### src/rtl/decim4x.sv
// Second-order CIC decimator (R=4, M=1) with a 22-bit internal path and an 18-bit output.
// The integrators run at the input rate (clken4x). The comb and output stage run once per four input samples.
module decim4x #(
   parameter int ROUND = 1
) (
   input  logic               clock,
   input  logic               reset,
   input  logic               clken4x,
   input  logic               sync,
   input  logic signed [17:0] xkin,
   output logic signed [17:0] ykout,
   output logic               ykvalid
);

   localparam int W = 22;

   logic [1:0]          phase_q, phase_d;
   logic signed [W-1:0] i1_q, i1_d;
   logic signed [W-1:0] i2_q, i2_d;
   logic signed [W-1:0] i2d_q, i2d_d;
   logic signed [W-1:0] c1_q, c1_d;
   logic signed [W-1:0] c1d_q, c1d_d;
   logic signed [W-1:0] c2_q, c2_d;
   logic signed [17:0]  ykout_q, ykout_d;
   logic                ykvalid_q, ykvalid_d;
   logic                dec;
   logic signed [W-1:0] c2_rnd;

   always_comb begin
      // NOTE: every output gets its hold value first, so no path through this block can infer a latch.
      phase_d   = phase_q;
      i1_d      = i1_q;
      i2_d      = i2_q;
      i2d_d     = i2d_q;
      c1_d      = c1_q;
      c1d_d     = c1d_q;
      c2_d      = c2_q;
      ykout_d   = ykout_q;
      dec       = clken4x && (phase_q == 2'd3) && !sync;
      ykvalid_d = dec;
      c2_rnd    = (ROUND != 0) ? c2_q + 22'sd8 : c2_q;

      // Integrator wrap-around is harmless: the modular comb differences cancel it.
      if (clken4x) begin
         i1_d    = i1_q + {{(W-18){xkin[17]}}, xkin};
         i2_d    = i2_q + i1_q;
         phase_d = sync ? 2'd0 : phase_q + 2'd1;
      end

      if (dec) begin
         c1_d    = i2_q - i2d_q;
         i2d_d   = i2_q;
         c2_d    = c1_q - c1d_q;
         c1d_d   = c1_q;
         ykout_d = 18'(c2_rnd >>> 4);
      end
   end

   // NOTE: registers update with non-blocking assignments, so every _q reads its pre-edge value.
   always_ff @(posedge clock) begin
      if (reset) begin
         phase_q   <= '0;
         i1_q      <= '0;
         i2_q      <= '0;
         i2d_q     <= '0;
         c1_q      <= '0;
         c1d_q     <= '0;
         c2_q      <= '0;
         ykout_q   <= '0;
         ykvalid_q <= 1'b0;
      end else begin
         phase_q   <= phase_d;
         i1_q      <= i1_d;
         i2_q      <= i2_d;
         i2d_q     <= i2d_d;
         c1_q      <= c1_d;
         c1d_q     <= c1d_d;
         c2_q      <= c2_d;
         ykout_q   <= ykout_d;
         ykvalid_q <= ykvalid_d;
      end
   end

   assign ykout   = ykout_q;
   assign ykvalid = ykvalid_q;

endmodule

### config.mk
export PLATFORM = sky130hd
export DESIGN_NAME = decim4x
export DESIGN_NICKNAME = d
export VERILOG_FILES = /design/src/rtl/decim4x.sv
export SDC_FILE = /design/constraint.sdc
export NUM_CORES = 1
export LEC_CHECK = 0
export CORE_MARGIN = 3
export CORE_UTILIZATION = 35
export CTS_CLUSTER_DIAMETER = 80
export CTS_CLUSTER_SIZE = 28
export DETAILED_ROUTE_END_ITERATION = 10
export PLACE_DENSITY = 0.48
export SYNTH_ARGS = -nofsm -noshare
export SYNTH_HDL_FRONTEND = slang
export SYNTH_SLANG_ARGS = --single-unit
### constraint.sdc
create_clock -name clock -period 2.97 [get_ports clock]
set_clock_uncertainty 0.15 [all_clocks]
set_input_delay 0.594 -clock clock [delete_from_list [all_inputs] [get_ports clock]]
set_output_delay 0.594 -clock clock [all_outputs]
set_load 0.01 [all_outputs]
==> flow_summary.ini, run 1 <==
[global_routing]
grt_use_total = 0.1436
grt_use_met1 = 0.1857
use_met3 = 0.01974
grtUsageMet2 = 0.2455
grt_pass1_vias = 7375
grt_max_degree = 61
grt.overflow.total = 0
antenna_found_initial = 0
busiest_layer = met2
grt_pass1_wl_mm = 34.80

[critical_path]
cp-end-kind = register
cp.arrival_ns = 3.02
startpoint_type = primary input
crit_path_max_fanout = 3
required_ns = 3.14
path_class = primary input to register

[routing]
route.detailed.drc = 0
avgViaCountPerCell = 4.968
antenna_left = 0
dr_total_vias = 7799
finalWirelength_mm = 20.85
post_drt_wl_per_cell_um = 13.28
first_iter_violations = 330
dr.pass1.iters = 4

[synth]
ys_ff_latch = 150
yosys_warnings = 0
synth_area_leader_cell = dfxtp_1
synth-async-reset-ratio = 0
synth_area_leaders = dfxtp_1 32%, ha_1 11%, nand2_1 7.1%
syn_area_per_cell_um2 = 8.031
syn_area_mm2 = 0.009444
synth_ff_type = dfxtp_1
netlist_instances = 1176
netlist-cell-type-count = 71
yosysSeqAreaShare = 0.3180
synth_top_area_frac = 0.3180
synth_edf_count = 0
syn_nets = 1286

[timing]
worst_pin_slew_ns = 1.192
maxSlewViolCount = 0
finalSetupViolCount = 0
holdWs_ns = 0.3022
fin_crit_ns = 2.851
max_freq_mhz = 350.8
period_share = 0.9599
hold_violations = 0
timing.slew.headroom = 0.2025

[floorplan]
die_h_um = 170.3
io_pins = 41
die_area_mm2 = 0.02899
die_w_um = 170.3
start_util = 0.3594
rows = 59
coreArea_mm2 = 0.02628

[final_layout]
fin_nets = 1332
diodes = 0
area_delta_synth_final_pct = 17.37
final_cell_mix = 178 x nand2_1, 150 x dfxtp_1, 123 x a21oi_1
layout_commonest_cell = nand2_1
utilization = 0.4218
drive_above_1_share = 0.08583

[run_status]
outcome = complete, no violations

[power_and_ir_drop]
irDropWorstVdd_mv = 0.4112
cellPowerDensity_mw_per_mm2 = 566.2
comb_power_share = 0.273
sequentialPowerShare = 0.352
internal-power_mw = 4.375
switchingPower_mw = 1.901
p_clk_frac = 0.374
sw_frac_of_total = 0.3029
p_leak_nw = 4.369

[hold_path]
hp-class = register to register

[clocking]
cts_sinks = 150
numCtsBuffers = 17
clk_pin_slew_ns = 0.07
cts_max_path_buffers = 2
hold_buffers = 0
root_buffer = clkbuf_16
clk_latency_ns = 0.42
cts_tree = done
htreeDepth = 4

[placement]
gp_congestion = 0.8343
io_buffers = 40
dp_hpwl_mm = 15.29

[flow_run]
cap_violations = 0
## path summary, 6_finish.rpt
check / from / end / slack (ns) / depth (start not counted)
worst max-delay path: xkin[0] / i1_q[20]$_SDFFE_PP0P_ / 0.12 / 12
worst min-delay path: c1d_q[9]$_SDFFE_PP0P_ / c1d_q[9]$_SDFFE_PP0P_ / 0.30 / 2
worst max register to register: i2_q[0]$_SDFFE_PP0P_ / c1_q[14]$_SDFFE_PP0P_ / 0.21 / 12
worst min register to register: c1d_q[9]$_SDFFE_PP0P_ / c1d_q[9]$_SDFFE_PP0P_ / 0.30 / 2
## cells in the mapped netlist, types with 2 or more instances
| library cell | n |
|---|---|
| o31ai_1 | 2 |
| a31o_2 | 2 |
| ha_1 | 85 |
| nand3_1 | 18 |
| nor3_1 | 7 |
| xor2_1 | 38 |
| a21oi_1 | 123 |
| or3_1 | 5 |
| a32o_1 | 2 |
| buf_1 | 3 |
| o211ai_1 | 3 |
| a21o_1 | 28 |
| nor2b_1 | 11 |
| clkbuf_1 | 51 |
| nand4b_1 | 2 |
| o21ai_1 | 11 |
| a22o_1 | 19 |
| nand2b_1 | 8 |
| nor2_1 | 95 |
| nand4_1 | 17 |
| nand2_1 | 178 |
| o21bai_1 | 3 |
| nor3b_1 | 2 |
| a21boi_0 | 3 |
| and2_1 | 7 |
| mux2i_1 | 19 |
| a21oi_2 | 2 |
| a211oi_1 | 40 |
| and3_1 | 10 |
| o21a_1 | 15 |
| nand3b_1 | 4 |
| a211o_1 | 5 |
| xnor2_1 | 51 |
| fa_1 | 3 |
| inv_1 | 60 |
| a311o_1 | 3 |
| a221oi_2 | 2 |
| dfxtp_1 | 150 |
| a311oi_2 | 2 |
| o21ai_0 | 46 |
| a31oi_1 | 9 |
| o31a_1 | 3 |
## state kept, by name, indices dropped and copies added, names as in the netlist
name,flops
ykvalid,1
phase_q,2
i2d_q,22
c1d_q,22
c1_q,22
c2_q,19
i1_q,22
i2_q,22
ykout,18
## critical path, cell delays in order
cell and delay, ns:
clkdlybuf4s50_1 0.40, ha_2 0.20, inv_2 0.06, fa_2 0.21
nor2b_2 0.05, o31a_1 0.30, o21ai_2 0.19, a21oi_2 0.10
a41o_1 0.23, and3_4 0.18, or3_4 0.31, a31o_1 0.17
## stage by stage
step	setup WS, ns	total power, mW	cells	instance area [um^2]	setup TNS (ns)
5_1_grt	-0.005378	6.646	1570	11080	-0.005378
3_5_place_dp	-0.3500	3.932	1536	10380	-1.495
2_1_floorplan	0.2740	3.513	1176	9444	0
6_report	0.1190	6.276	1570	11080	0
4_1_cts	0.004069	6.319	1568	11020	0
3_3_place_gp	-0.3372	3.930	1536	10380	-1.474
## power by group through the flow
stage / clock network (mW) / logic, mW / registers (mW)
final: 2.35 / 1.71 / 2.21
after floorplan: 0 / 1.30 / 2.21
after global routing: 2.50 / 1.92 / 2.23
after CTS: 2.42 / 1.68 / 2.21
after global placement: 0 / 1.67 / 2.26
after detailed placement: 0 / 1.68 / 2.26
## metal layers
layer / part of all wire / wire [um]
met1: 0.50 / 10410
met2: 0.46 / 9594
met3: 0.022 / 458
met4: 0.018 / 381
met5: 0 / 0
## cell families (layout without fill, tap and decap cells)
kind of cell             after synthesis  after routing  share of synthesized area
AO/OA/AOI/OAI                        344            344                     0.2409
XOR/XNOR                              89             89                    0.08254
adder cells (fa/ha/maj)               88             88                     0.1190
buffers and inverters                115            174                    0.04571
flip-flops                           150            150                     0.3180
multiplexers                          20             20                    0.02133
AND/OR/NAND/NOR                      370            370                     0.1726
## layout make-up
class	instances	area, um^2
clock buffers	19	452.9
clock inverters	13	193.9
fillers	2724	15200
inverters	61	229.0
multi-input cells	911	6061
flip-flops and latches	150	3003
well taps	335	419.2
repair buffers	81	725.7
## timing repair
| item | CTS | global route |
|---|---|---|
| setup buffers | 0 | 2 |
| endpoints found under the setup margin | 0 | 8 |
| resized for setup | 0 | 12 |
Note: power is estimated with default switching activity, not from simulation.
==> run 2, diff against run 1 <==
clock period = 2.8 ns   (was 2.97 ns; I/O delays follow)
==> run 2 against run 1 <==
Via count increased by 1.4%. Clock power decreased by 2%. Flip-flop and latch count unchanged. Clock-buffer cell count increased by 1.
==> flow_summary.ini, run 2 (synthesis results as in run 1) <==
[final_layout]
diodes = 0
multiInputGateArea_mm2 = 0.006092
fin_nets = 1361
utilization = 0.4292
final_cell_mix = 178 x nand2_1, 150 x dfxtp_1, 123 x a21oi_1
seqCellArea_mm2 = 0.003003
area_delta_synth_final_pct = 19.42
drive_above_1_share = 0.1076
layout_commonest_cell = nand2_1
fillers = 2694

[critical_path]
cp.arrival_ns = 2.84
r2r_cells = 9
cpPeakStageDelay_ns = 0.40
cp_num_buf_inv = 1
crit_path_max_fanout = 3
crit_end = i1_q[16]$_SDFFE_PP0P_
cp-startpoint = xkin[3]
rrSetupSlack_ns = 0.13
timing.rr.start = i1_q[3]$_SDFFE_PP0P_
cp.depth = 10
cp-end-kind = register
slowest_stage = clkdlybuf4s50_1
worstPathCellList = clkdlybuf4s50_1 > ha_1 > o21a_1 > o31a_1 > o21ai_2 > a21oi_2 > a41o_1 > a211oi_2 > nor4b_2 > a211o_1
path_class = primary input to register
rr_endpoint = i2_q[21]$_SDFFE_PP0P_
startpoint_type = primary input
critPathTopFamily = compound AO/OA/AOI/OAI gates
required_ns = 2.96

[timing]
period_share = 0.9566
finalWorstSetupSlack_ns = 0.1215
maxSlewViolCount = 0
hold_violations = 0
holdWs_ns = 0.3018
timing.slew.headroom = 0.2293
finalSetupViolCount = 0
max_freq_mhz = 373.3
fin_crit_ns = 2.679
worst_pin_slew_ns = 1.152

[power_and_ir_drop]
internal-power_mw = 4.562
switchingPower_mw = 1.996
p_leak_nw = 4.504
cellPowerDensity_mw_per_mm2 = 581.4
sw_frac_of_total = 0.3044
irDropWorstVdd_mv = 0.4417
sequentialPowerShare = 0.358
p_clk_frac = 0.351
comb_power_share = 0.292

[routing]
avgViaCountPerCell = 4.947
maxUsedRoutingLayer = met4
first_iter_violations = 391
post_drt_wl_per_cell_um = 13.25
wl_met1_mm = 10.38
dr_wl_met3_um = 463
finalWirelength_mm = 21.18
routed-wl-met2_mm = 9.868
dr_total_vias = 7910
route.detailed.drc = 0
antenna_left = 0
dr.pass1.iters = 4

[clocking]
cts_sinks = 150
hold_buffers = 0
numCtsBuffers = 17
htreeDepth = 4
clk_pin_slew_ns = 0.06
root_buffer = clkbuf_16
clk_latency_ns = 0.42
cts_tree = done
cts_max_path_buffers = 2

[global_routing]
grt_max_degree = 113
grt_pass1_vias = 7614
grt_pass1_wl_mm = 35.71
grt.overflow.total = 0
grt_use_total = 0.1481
antenna_found_initial = 0

[hold_path]
hp-class = register to register

[placement]
post-place-ws_ns = -0.5073
dp_hpwl_mm = 15.24
io_buffers = 40
gp_congestion = 0.8513

[floorplan]
coreArea_mm2 = 0.02628
die_w_um = 170.3
die_area_mm2 = 0.02899
die_h_um = 170.3
io_pins = 41
start_util = 0.3594
rows = 59

[flow_run]
cap_violations = 0

[run_status]
outcome = complete, no violations
## run 2: cell count changes in the layout (fill, tap and decap cells not counted), moves of 2 or more
cell and delta:
clkbuf_1 +3, clkdlybuf4s50_1 -2, a211oi_2 +2, buf_4 +29, clkbuf_8 -2, clkinv_2 +3
a211oi_1 -2, inv_6 -2
## run 2: layout make-up
class                      instances  area share
multi-input combinational        911      0.5402
sequential                       150      0.2663
timing repair buffer             110     0.08376
clock buffer                      20     0.03872
tap                              335     0.03716
inverter                          61     0.02030
clock inverter                    12     0.01365
## run 2: how the worst min path moves through the flow
stage | endpoint | cells past startpoint | from | slack [ns]
2_1_floorplan | c1d_q[10]$_SDFFE_PP0P_ | 2 | c1d_q[10]$_SDFFE_PP0P_ | 0.29
3_3_place_gp | c1d_q[9]$_SDFFE_PP0P_ | 2 | c1d_q[9]$_SDFFE_PP0P_ | 0.29
3_5_place_dp | c1d_q[20]$_SDFFE_PP0P_ | 2 | c1d_q[20]$_SDFFE_PP0P_ | 0.30
4_1_cts | c1d_q[6]$_SDFFE_PP0P_ | 2 | c1d_q[6]$_SDFFE_PP0P_ | 0.30
5_1_grt | c1d_q[11]$_SDFFE_PP0P_ | 2 | c1d_q[11]$_SDFFE_PP0P_ | 0.32
6_report | i2d_q[2]$_SDFFE_PP0P_ | 2 | i2d_q[2]$_SDFFE_PP0P_ | 0.30
## run 2: repair_timing
item	4_1_cts	5_1_grt
gates resized for setup	8	10
setup buffers	4	1
pin swaps	8	8
setup endpoints to repair	5	17
## run 2: through the flow
step	instance area [um^2]	power, mW	setup TNS (ns)	cells
2_1_floorplan	9444	3.727	0	1176
3_3_place_gp	10570	4.241	-3.202	1562
3_5_place_dp	10570	4.249	-3.620	1562
4_1_cts	11210	6.596	0	1598
5_1_grt	11280	6.977	-0.006121	1599
6_report	11280	6.557	0	1599
## run 2: power groups by stage
stage | sequential (mW) | clock [mW] | combinational [mW]
after detailed placement | 2.39 | 0 | 1.86
final | 2.35 | 2.30 | 1.91
after global placement | 2.39 | 0 | 1.85
after global routing | 2.36 | 2.47 | 2.15
after CTS | 2.34 | 2.37 | 1.89
after floorplan | 2.35 | 0 | 1.38
## run 2: worst register-to-register path, cell delays in order, from the launching register on
cell and delay, ns:
dfxtp_1 0.34, ha_1 0.36, a21o_1 0.18, a21oi_1 0.27, a211oi_2 0.16, a211o_1 0.34
a31oi_1 0.17, mux2i_1 0.36, xnor2_1 0.16, nor2_1 0.05
## run 2: per-layer routing
metal / up-vias / global-route usage
met5: - / 0
met2: 92 / 0.2552
met3: 29 / 0.02160
met4: 0 / 0.05714
met1: 3499 / 0.1868
li1: 4290 / -
